`src/rtl/pipeline_state_dump.sv`:
```
// pipeline_state_dump
//   Counts cycles, stalls and flushes for the pipelined CPU. On a trigger it
//   freezes the counters and the PC. It then reads every register and the low
//   data-memory words through the probe ports. The resulting words leave as a
//   32-bit valid/ready stream.
//
//   Word order within one snapshot:
//     cycle, stall, flush, PC, x0..x31, mem[MEM_BASE + 4*j] for j < NUM_MEM_WORDS
//     and, when enabled, a checksum word.
//
//   Optional feature (compile-time macro DUMP_CHECKSUM_EN):
//     When the macro is defined, one extra word is appended. It is the XOR of
//     all preceding words of the snapshot, and only that word carries dump_last_o.
//
// Ports
//   clk_i, rst_i          clock (rising edge), asynchronous active-low reset
//   trigger_i             one-cycle request to take a snapshot
//   stall_i, flush_i      pipeline stall / flush indications, counted per cycle
//   pc_i                  current PC
//   reg_addr_o/reg_data_i register-file probe (data combinational from address)
//   mem_addr_o/mem_data_i data-memory probe, byte address (combinational)
//   dump_valid_o/dump_data_o/dump_last_o/dump_ready_i  output word stream
//   busy_o                a snapshot is being streamed
//   overrun_o             sticky flag: a trigger arrived while busy
module pipeline_state_dump #(
  parameter int          NUM_MEM_WORDS = 8,
  parameter logic [31:0] MEM_BASE      = 32'h0
) (
  input  logic        clk_i,
  input  logic        rst_i,
  input  logic        trigger_i,
  input  logic        stall_i,
  input  logic        flush_i,
  input  logic [31:0] pc_i,
  output logic [4:0]  reg_addr_o,
  input  logic [31:0] reg_data_i,
  output logic [31:0] mem_addr_o,
  input  logic [31:0] mem_data_i,
  output logic        dump_valid_o,
  output logic [31:0] dump_data_o,
  output logic        dump_last_o,
  input  logic        dump_ready_i,
  output logic        busy_o,
  output logic        overrun_o
);

`ifdef DUMP_CHECKSUM_EN
  localparam int NUM_WORDS = 37 + NUM_MEM_WORDS;
`else
  localparam int NUM_WORDS = 36 + NUM_MEM_WORDS;
`endif
  localparam logic [6:0] K_LAST    = 7'(NUM_WORDS - 1);
  localparam logic [6:0] K_MEM_END = 7'(36 + NUM_MEM_WORDS);

  typedef enum logic [1:0] {
    S_IDLE,
    S_LOAD,
    S_SEND
  } state_t;

  state_t      r_state;
  state_t      w_state_next;

  logic [31:0] r_cycle_cnt;
  logic [31:0] r_stall_cnt;
  logic [31:0] r_flush_cnt;

  logic [31:0] r_snap_cycle;
  logic [31:0] r_snap_stall;
  logic [31:0] r_snap_flush;
  logic [31:0] r_snap_pc;

  logic [6:0]  r_k;
  logic        r_overrun;
  logic        r_dump_vld_p1;
  logic [31:0] r_dump_data_p1;
  logic        r_dump_last_p1;
`ifdef DUMP_CHECKSUM_EN
  logic [31:0] r_csum;
`endif

  logic        w_is_reg;
  logic        w_is_mem;
  logic [31:0] w_word;

  // Probe addresses follow the word index directly. Outside their ranges they
  // rest at their reset values so that the probes see a quiet address.
  assign w_is_reg   = (r_k >= 7'd4) && (r_k < 7'd36);
  assign w_is_mem   = (r_k >= 7'd36) && (r_k < K_MEM_END);
  assign reg_addr_o = w_is_reg ? 5'(r_k - 7'd4) : 5'd0;
  assign mem_addr_o = w_is_mem ? (MEM_BASE + {23'd0, 7'(r_k - 7'd36), 2'b00}) : MEM_BASE;

  always_comb begin
    w_word = '0;
    if (r_k == 7'd0)      w_word = r_snap_cycle;
    else if (r_k == 7'd1) w_word = r_snap_stall;
    else if (r_k == 7'd2) w_word = r_snap_flush;
    else if (r_k == 7'd3) w_word = r_snap_pc;
    else if (w_is_reg)    w_word = reg_data_i;
    else if (w_is_mem)    w_word = mem_data_i;
`ifdef DUMP_CHECKSUM_EN
    else                  w_word = r_csum;
`endif
  end

  always_comb begin
    w_state_next = r_state;
    unique case (r_state)
      S_IDLE:  if (trigger_i) w_state_next = S_LOAD;
      S_LOAD:  w_state_next = S_SEND;
      S_SEND:  if (dump_ready_i) w_state_next = r_dump_last_p1 ? S_IDLE : S_LOAD;
      default: w_state_next = S_IDLE;
    endcase
  end

  always_ff @(posedge clk_i or negedge rst_i) begin
    if (!rst_i) r_state <= S_IDLE;
    else        r_state <= w_state_next;
  end

  always_ff @(posedge clk_i or negedge rst_i) begin
    if (!rst_i) begin
      r_cycle_cnt    <= '0;
      r_stall_cnt    <= '0;
      r_flush_cnt    <= '0;
      r_snap_cycle   <= '0;
      r_snap_stall   <= '0;
      r_snap_flush   <= '0;
      r_snap_pc      <= '0;
      r_k            <= '0;
      r_overrun      <= 1'b0;
      r_dump_vld_p1  <= 1'b0;
      r_dump_data_p1 <= '0;
      r_dump_last_p1 <= 1'b0;
`ifdef DUMP_CHECKSUM_EN
      r_csum         <= '0;
`endif
    end else begin
      r_cycle_cnt <= r_cycle_cnt + 32'd1;
      if (stall_i) r_stall_cnt <= r_stall_cnt + 32'd1;
      if (flush_i) r_flush_cnt <= r_flush_cnt + 32'd1;

      if (trigger_i && (r_state != S_IDLE)) r_overrun <= 1'b1;

      unique case (r_state)
        // Snapshot: the counters freeze with the values they hold in the trigger cycle.
        S_IDLE: begin
          if (trigger_i) begin
            r_snap_cycle <= r_cycle_cnt;
            r_snap_stall <= r_stall_cnt;
            r_snap_flush <= r_flush_cnt;
            r_snap_pc    <= pc_i;
            r_k          <= '0;
`ifdef DUMP_CHECKSUM_EN
            r_csum       <= '0;
`endif
          end
        end
        // Stage p1: the selected word is registered onto the stream.
        S_LOAD: begin
          r_dump_data_p1 <= w_word;
          r_dump_vld_p1  <= 1'b1;
          r_dump_last_p1 <= (r_k == K_LAST);
`ifdef DUMP_CHECKSUM_EN
          r_csum         <= r_csum ^ w_word;
`endif
        end
        // Handshake: valid is always high here, so ready alone completes the transfer.
        S_SEND: begin
          if (dump_ready_i) begin
            r_dump_vld_p1 <= 1'b0;
            if (!r_dump_last_p1) r_k <= r_k + 7'd1;
          end
        end
        default: r_dump_vld_p1 <= 1'b0;
      endcase
    end
  end

  assign dump_valid_o = r_dump_vld_p1;
  assign dump_data_o  = r_dump_data_p1;
  assign dump_last_o  = r_dump_last_p1;
  assign busy_o       = (r_state != S_IDLE);
  assign overrun_o    = r_overrun;

endmodule
```
`config.mk`:
```
export PLATFORM = sky130hd
export DESIGN_NAME = pipeline_state_dump
export DESIGN_NICKNAME = d
export VERILOG_FILES = /design/src/rtl/pipeline_state_dump.sv
export SDC_FILE = /design/constraint.sdc
export NUM_CORES = 1
export LEC_CHECK = 0
export ABC_AREA = 0
export CAP_MARGIN = 20
export CORE_ASPECT_RATIO = 1.4
export CORE_MARGIN = 2
export CORE_UTILIZATION = 45
export CTS_BUF_LIST = sky130_fd_sc_hd__clkbuf_2
export CTS_CLUSTER_DIAMETER = 200
export DETAILED_ROUTE_END_ITERATION = 7
export PLACE_DENSITY = 0.67
export SLEW_MARGIN = 20
export SYNTH_ARGS = -nofsm -noshare
export SYNTH_HDL_FRONTEND = slang
export SYNTH_SLANG_ARGS = --single-unit
```
`constraint.sdc`:
```
create_clock -name clk_i -period 2.6 [get_ports clk_i]
set_input_delay 0.52 -clock clk_i [delete_from_list [all_inputs] [get_ports clk_i]]
set_output_delay 0.52 -clock clk_i [all_outputs]
set_load 0.02 [all_outputs]
```
== After elaboration in Yosys (flattened, before gate mapping) ==
Index checks and enable logic that the tools add are counted.

* Bits of input ports: 102
* Bits in read-only memories: 0
* Memory bits (writable): 0
* Latch bits: 0
* Word-level logic and storage cells: 62
* Memories: 0
* Register bits after elaboration: 268

* Reductions and logical operators: 11
* Shift operators: 0
* Divide/modulo/power cells: 0
* Bitwise operators: 1
* Eq/ne operators: 9
* Mux-type cells: 18
* Multipliers: 0
* $lt $le $gt $ge: 4
* Add/subtract/negate cells: 6

{| class="wikitable"
|+ Operator list
! cell !! count
|-
| $mux 32 || 6
|-
| $add 32x1->32 const B || 3
|-
| $mux 7 || 3
|-
| $eq 7x2->1 const B || 2
|-
| $lt 7x6->1 const B || 2
|-
| $pmux 7 s2 || 1
|-
| $mux 9 || 1
|-
| $add 7x1->7 const B || 1
|-
| $eq 7x1->1 const B || 1
|-
| $eq 7x6->1 const B || 1
|-
| $ge 7x3->1 const B || 1
|-
| $ge 7x6->1 const B || 1
|-
| $logic_not 7->1 || 1
|-
| $sub 7x6->7 const B || 1
|-
| $ne 2x2->1 const B || 3
|-
| $pmux 2 s3 || 1
|-
| $reduce_and 2->1 || 3
|-
| $mux 5 || 1
|-
| $sub 5x3->5 const B || 1
|-
| $mux 2 || 2
|-
| $reduce_and 4->1 || 1
|-
| $reduce_bool 2->1 || 2
|-
| $logic_and 1x1->1 || 3
|-
| $pmux 1 s3 || 1
|-
| 5 further kinds || 6
|}

== Logic depth before layout (Yosys ltp) ==
* Word-level depth: 8
* Mapped depth: 9
* Mapped depth without buffers: 6

== Least setup slack after synthesis ==
Ideal clock, no wire load.

* Kind: reg2out
* Start point: reg r_k[5]
* End point: out mem_addr_o[7]
* Slack: 0.345 ns
* Arrival: 1.735 ns
* Stages on the path, launching flop included: 6
* Buffers on the path: 1
* Cells stage by stage: dfrtp_1 clkbuf_1 nor4b_1 a21o_1 nand2_1 nor3b_1

* Word-level cells in the longest chain between the ends: 3
* Elaborated cells on any way between the ends: 5
* Classes of those cells: 1 x add/sub; 2 x order compare; 1 x mux; 1 x reduce/logical

{| class="wikitable"
|+ RTL lines
! what !! line !! text
|-
| from (decl) || 73 || <nowiki>logic [6:0] r_k;</nowiki>
|-
| from (signal assigned) || 172 || <nowiki>if (!r_dump_last_p1) r_k <= r_k + 7'd1;</nowiki>
|-
| $ge 7x6->1 or $lt 7x6->1 (tied branches) || 89 || <nowiki>assign w_is_mem = (r_k >= 7'd36) && (r_k < K_MEM_END);</nowiki>
|-
| $logic_and 1x1->1 || 89 ||
|-
| $mux 9 * || 91 || <nowiki>assign mem_addr_o = w_is_mem ? (MEM_BASE + {23'd0, 7'(r_k - 7'd36), 2'b00}) : MEM_BASE;</nowiki>
|-
| to (decl) || 37 || <nowiki>output logic [31:0] mem_addr_o,</nowiki>
|}

Every way passes the cells marked *; elsewhere a longest branch is shown, timed or not.

== Final worst setup path ==
* Start point: reg r_k[4]
* End point: out reg_addr_o[1]

* Word-level cells in the longest chain between the ends: 3
* Elaborated cells on any way between the ends: 4
* Classes of those cells: 2 x order compare; 1 x mux; 1 x reduce/logical

{| class="wikitable"
|+ RTL lines
! what !! line !! text
|-
| $ge 7x3->1 or $lt 7x6->1 (tied branches) || 88 || <nowiki>assign w_is_reg = (r_k >= 7'd4) && (r_k < 7'd36);</nowiki>
|-
| $logic_and 1x1->1 * || 88 ||
|-
| $mux 5 * || 90 || <nowiki>assign reg_addr_o = w_is_reg ? 5'(r_k - 7'd4) : 5'd0;</nowiki>
|-
| to (decl) || 35 || <nowiki>output logic [4:0] reg_addr_o,</nowiki>
|}

Marks and branches as above.

==> impl_metrics.csv <==
group,metric,value,unit
critical_path,cp.required,2.08,ns
cells_and_area,multiInputGateArea,6330,um2
flow_run,maxCapViolCount,0,
synthesis,synth_cells,1196,
synthesis,synth-main-ff-cell,"dfrtp_1",
routing,via_per_inst,5.72,
placement,portBuffers,149,
routing,drtAntennaViolNets,0,
timing,hold_viol,0,
timing,fin_skew,0.0576,ns
cells_and_area,utilization,57.4,%
routing,wl_per_cell,21.1,um
placement,postPlaceCellArea,15400,um2
timing,layout_setup_ws,-0.298,ns
clocking,clkLatencyLatePin,0.85,ns
placement,hpwl,26.6,mm
die,rows,74,
global_routing,grt_antenna_before_repair,3,
synthesis,synth_area,13200,um2
timing,slew_headroom,47.7,%
critical_path,crit_path_start_kind,"flop",
synthesis,synth_area_leaders,"dfrtp_1 51%, mux2_2 11%, xnor2_1 5.1%",
synthesis,synth_edf_count,0,
clocking,ctsHtreeMaxLevel,3,
clocking,cts_tree,"built",
clocking,clockBufferDepth,3,
power_and_ir_drop,power.density,823,nW/um2
critical_path,cp-end-kind,"output port",
timing,fin_crit_sh,111,%
cells_and_area,area_growth,26.2,%
global_routing,grt_pass1_vias,10800,
synthesis,yosys_warnings,0,
cells_and_area,final_nets,1543,
status,status,"complete, but fails checks",
die,num_io_pins,175,
synthesis,ys_types,50,
critical_path,cp_max_fo,6,
placement,gp_congestion,0.885,
cells_and_area,finalInstanceArea,16700,um2
critical_path,crit_slowest_cell,"or4_4",
synthesis,postSynthAreaPerCell,11.0,um2
critical_path,critPathMaxStageDelay,0.56,ns
routing,vias,10600,
cells_and_area,fillers,2519,
routing,wl_met3,2.62,mm
die,die_w,149,um
power_and_ir_drop,leakagePower,7.18,nW
clocking,numCtsBuffers,70,
die,initial_core_util,45.5,%
clocking,clk_pin_slew_worst_paths,0.09,ns
routing,first_pass_iters,5,
die,coreArea,29100,um2
critical_path,crit_arrival,2.38,ns
synthesis,yosys.area.top_type,"dfrtp_1",
routing,wl_met1,15.4,mm
cells_and_area,regArea,6710,um2
critical_path,criticalPathCategory,"flop to output port",
routing,wl_met2,19.5,mm
routing,drt_iter0_markers,839,
die,die_h,207,um
hold_path,min_path_type,"input pin to async pin",
timing,timing.fmax,345,MHz
cells_and_area,layout-drive-gt1-share,28.7,%
timing,tightest_slew,0.778,ns
synthesis,ys_seq_area_share,50.8,%
power_and_ir_drop,ir_drop,0.000464,V
routing,wirelength,39.1,mm
synthesis,yosysMostFrequentCell,"dfrtp_1",
global_routing,grt.total_usage,25.1,%
global_routing,grt_pass1_wl,59.6,mm
clocking,clock_sinks,268,
status,violations,"negative setup slack",
routing,routed.top_layer,"met4",
timing,drv_slew,0,
global_routing,grt_max_degree,66,
timing,rsz0062_at_grt,"yes",
timing,finalCriticalPeriod,2.90,ns
synthesis,synth.top_cells.by_count,"268 x dfrtp_1, 131 x mux2_2, 100 x nand2_1",
routing,drc,0,
timing,hold_slack,0.238,ns
global_routing,grt_overflow_total,0,
synthesis,synth_top_area_share,50.8,%
timing,setup_violations,12,
critical_path,path_cells,"or4_4 -> o211ai_4 -> buf_12 -> nor2_2 -> buf_6",
synthesis,ys_seq_elements,268,
clocking,clk_root_buffer_cell,"clkbuf_2",
synthesis,ys_async_sr_fraction,100,%
die,die_area,30800,um2
==> where the power goes <==
part,switching (mW),leakage (nW),internal (mW)
logic,2.90,3.17,2.51
registers,0.632,3.55,4.96
clock network,1.69,0.460,1.03
==> per-layer routing <==
metal,up-vias,GRT usage (%)
li1,4790,-
met1,5302,31.9
met2,426,41.7
met3,101,4.86
met4,0,11.5
met5,-,0
==> final timing paths <==
check | start | end | slack (ns) | cells after the start
max | r_k[4] | reg_addr_o[1] | -0.30 | 5
min | rst_i | r_snap_flush[31] | 0.24 | 2
max reg2reg | r_k[2] | dump_data_o[5] | 0.04 | 10
min reg2reg | r_flush_cnt[31] | r_flush_cnt[31] | 0.47 | 1
max in group asynchronous | rst_i | r_snap_stall[16] | 1.70 | 3
min in group clk_i | mem_data_i[12] | dump_data_o[12] | 0.24 | 3
==> layout by cell type (no fill, tap or decap), types with 6 or more instances in the layout <==
master and count:
a211oi_1 32, a21oi_1 34, a221oi_1 25, a22oi_2 28, and3_1 9, and4_1 12, buf_12 21, buf_4 65
buf_6 9, clkbuf_2 102, clkdlybuf4s50_1 135, clkinv_1 10, conb_1 25, dfrtp_1 264, ha_1 8, inv_1 10
mux2_2 131, nand2_1 99, nand3_1 39, nand3b_1 33, nand4_1 62, nor2_1 25, nor2_2 7, nor2b_1 32
nor3_1 6, o21ai_0 65, xnor2_1 76, xor2_1 20
==> cells by family (layout without fill, tap and decap cells) <==
| family | Yosys count | after routing | share of synthesized area, % |
|---|---|---|---|
| other cells | 1 | 29 | 0.0284 |
| mux | 131 | 131 | 11.2 |
| compound gates | 209 | 209 | 10.7 |
| simple gates | 364 | 364 | 15.4 |
| xor+xnor | 97 | 97 | 6.43 |
| buf+inv | 114 | 368 | 4.41 |
| flops | 268 | 268 | 50.8 |
| fa+ha+maj | 12 | 12 | 1.14 |
==> layout make-up <==
type | count | share of cell area (%)
repair buffers | 239 | 15.1
clock inverters | 15 | 0.345
clock buffers | 102 | 3.06
inverters | 12 | 0.315
diodes | 4 | 0.0600
well taps | 380 | 2.85
multi-input cells | 838 | 38.0
flip-flops and latches | 268 | 40.2
==> worst max-delay path: cells and delay by family (launching register included) <==
family          cells  cell delay [ns]
simple gates        2             0.60
compound gates      1             0.21
flops               1             0.46
buf+inv             2             0.27
==> state kept, by name, summed over array words and instances, names as in the netlist, 2 cells and up <==
register / count
r_snap_stall: 32
r_snap_cycle: 32
r_k: 7
dump_data_o: 32
r_cycle_cnt: 32
r_flush_cnt: 32
r_snap_pc: 32
r_state: 2
r_snap_flush: 32
r_stall_cnt: 32
==> timing repair <==
item	CTS	global route
endpoints found under the hold margin	65	0
buffers inserted	12	14
gates cloned	0	5
pin swaps	7	35
setup endpoints to repair	13	31
gates resized for setup	86	54
hold buffers	1	0
==> metrics by stage <==
| stage | power (mW) | TNS (ns) | instances | worst slack [ns] |
|---|---|---|---|---|
| 2_1_floorplan | 8.46 | 0 | 1220 | 0.345 |
| 3_3_place_gp | 10.6 | 0 | 1705 | 0.128 |
| 3_5_place_dp | 10.7 | 0 | 1705 | 0.0952 |
| 4_1_cts | 13.5 | -2.74 | 1835 | -0.329 |
| 5_1_grt | 14.5 | -4.57 | 1858 | -0.436 |
| 6_report | 13.7 | -2.80 | 1858 | -0.298 |
Power figures use the tool's default switching activity.
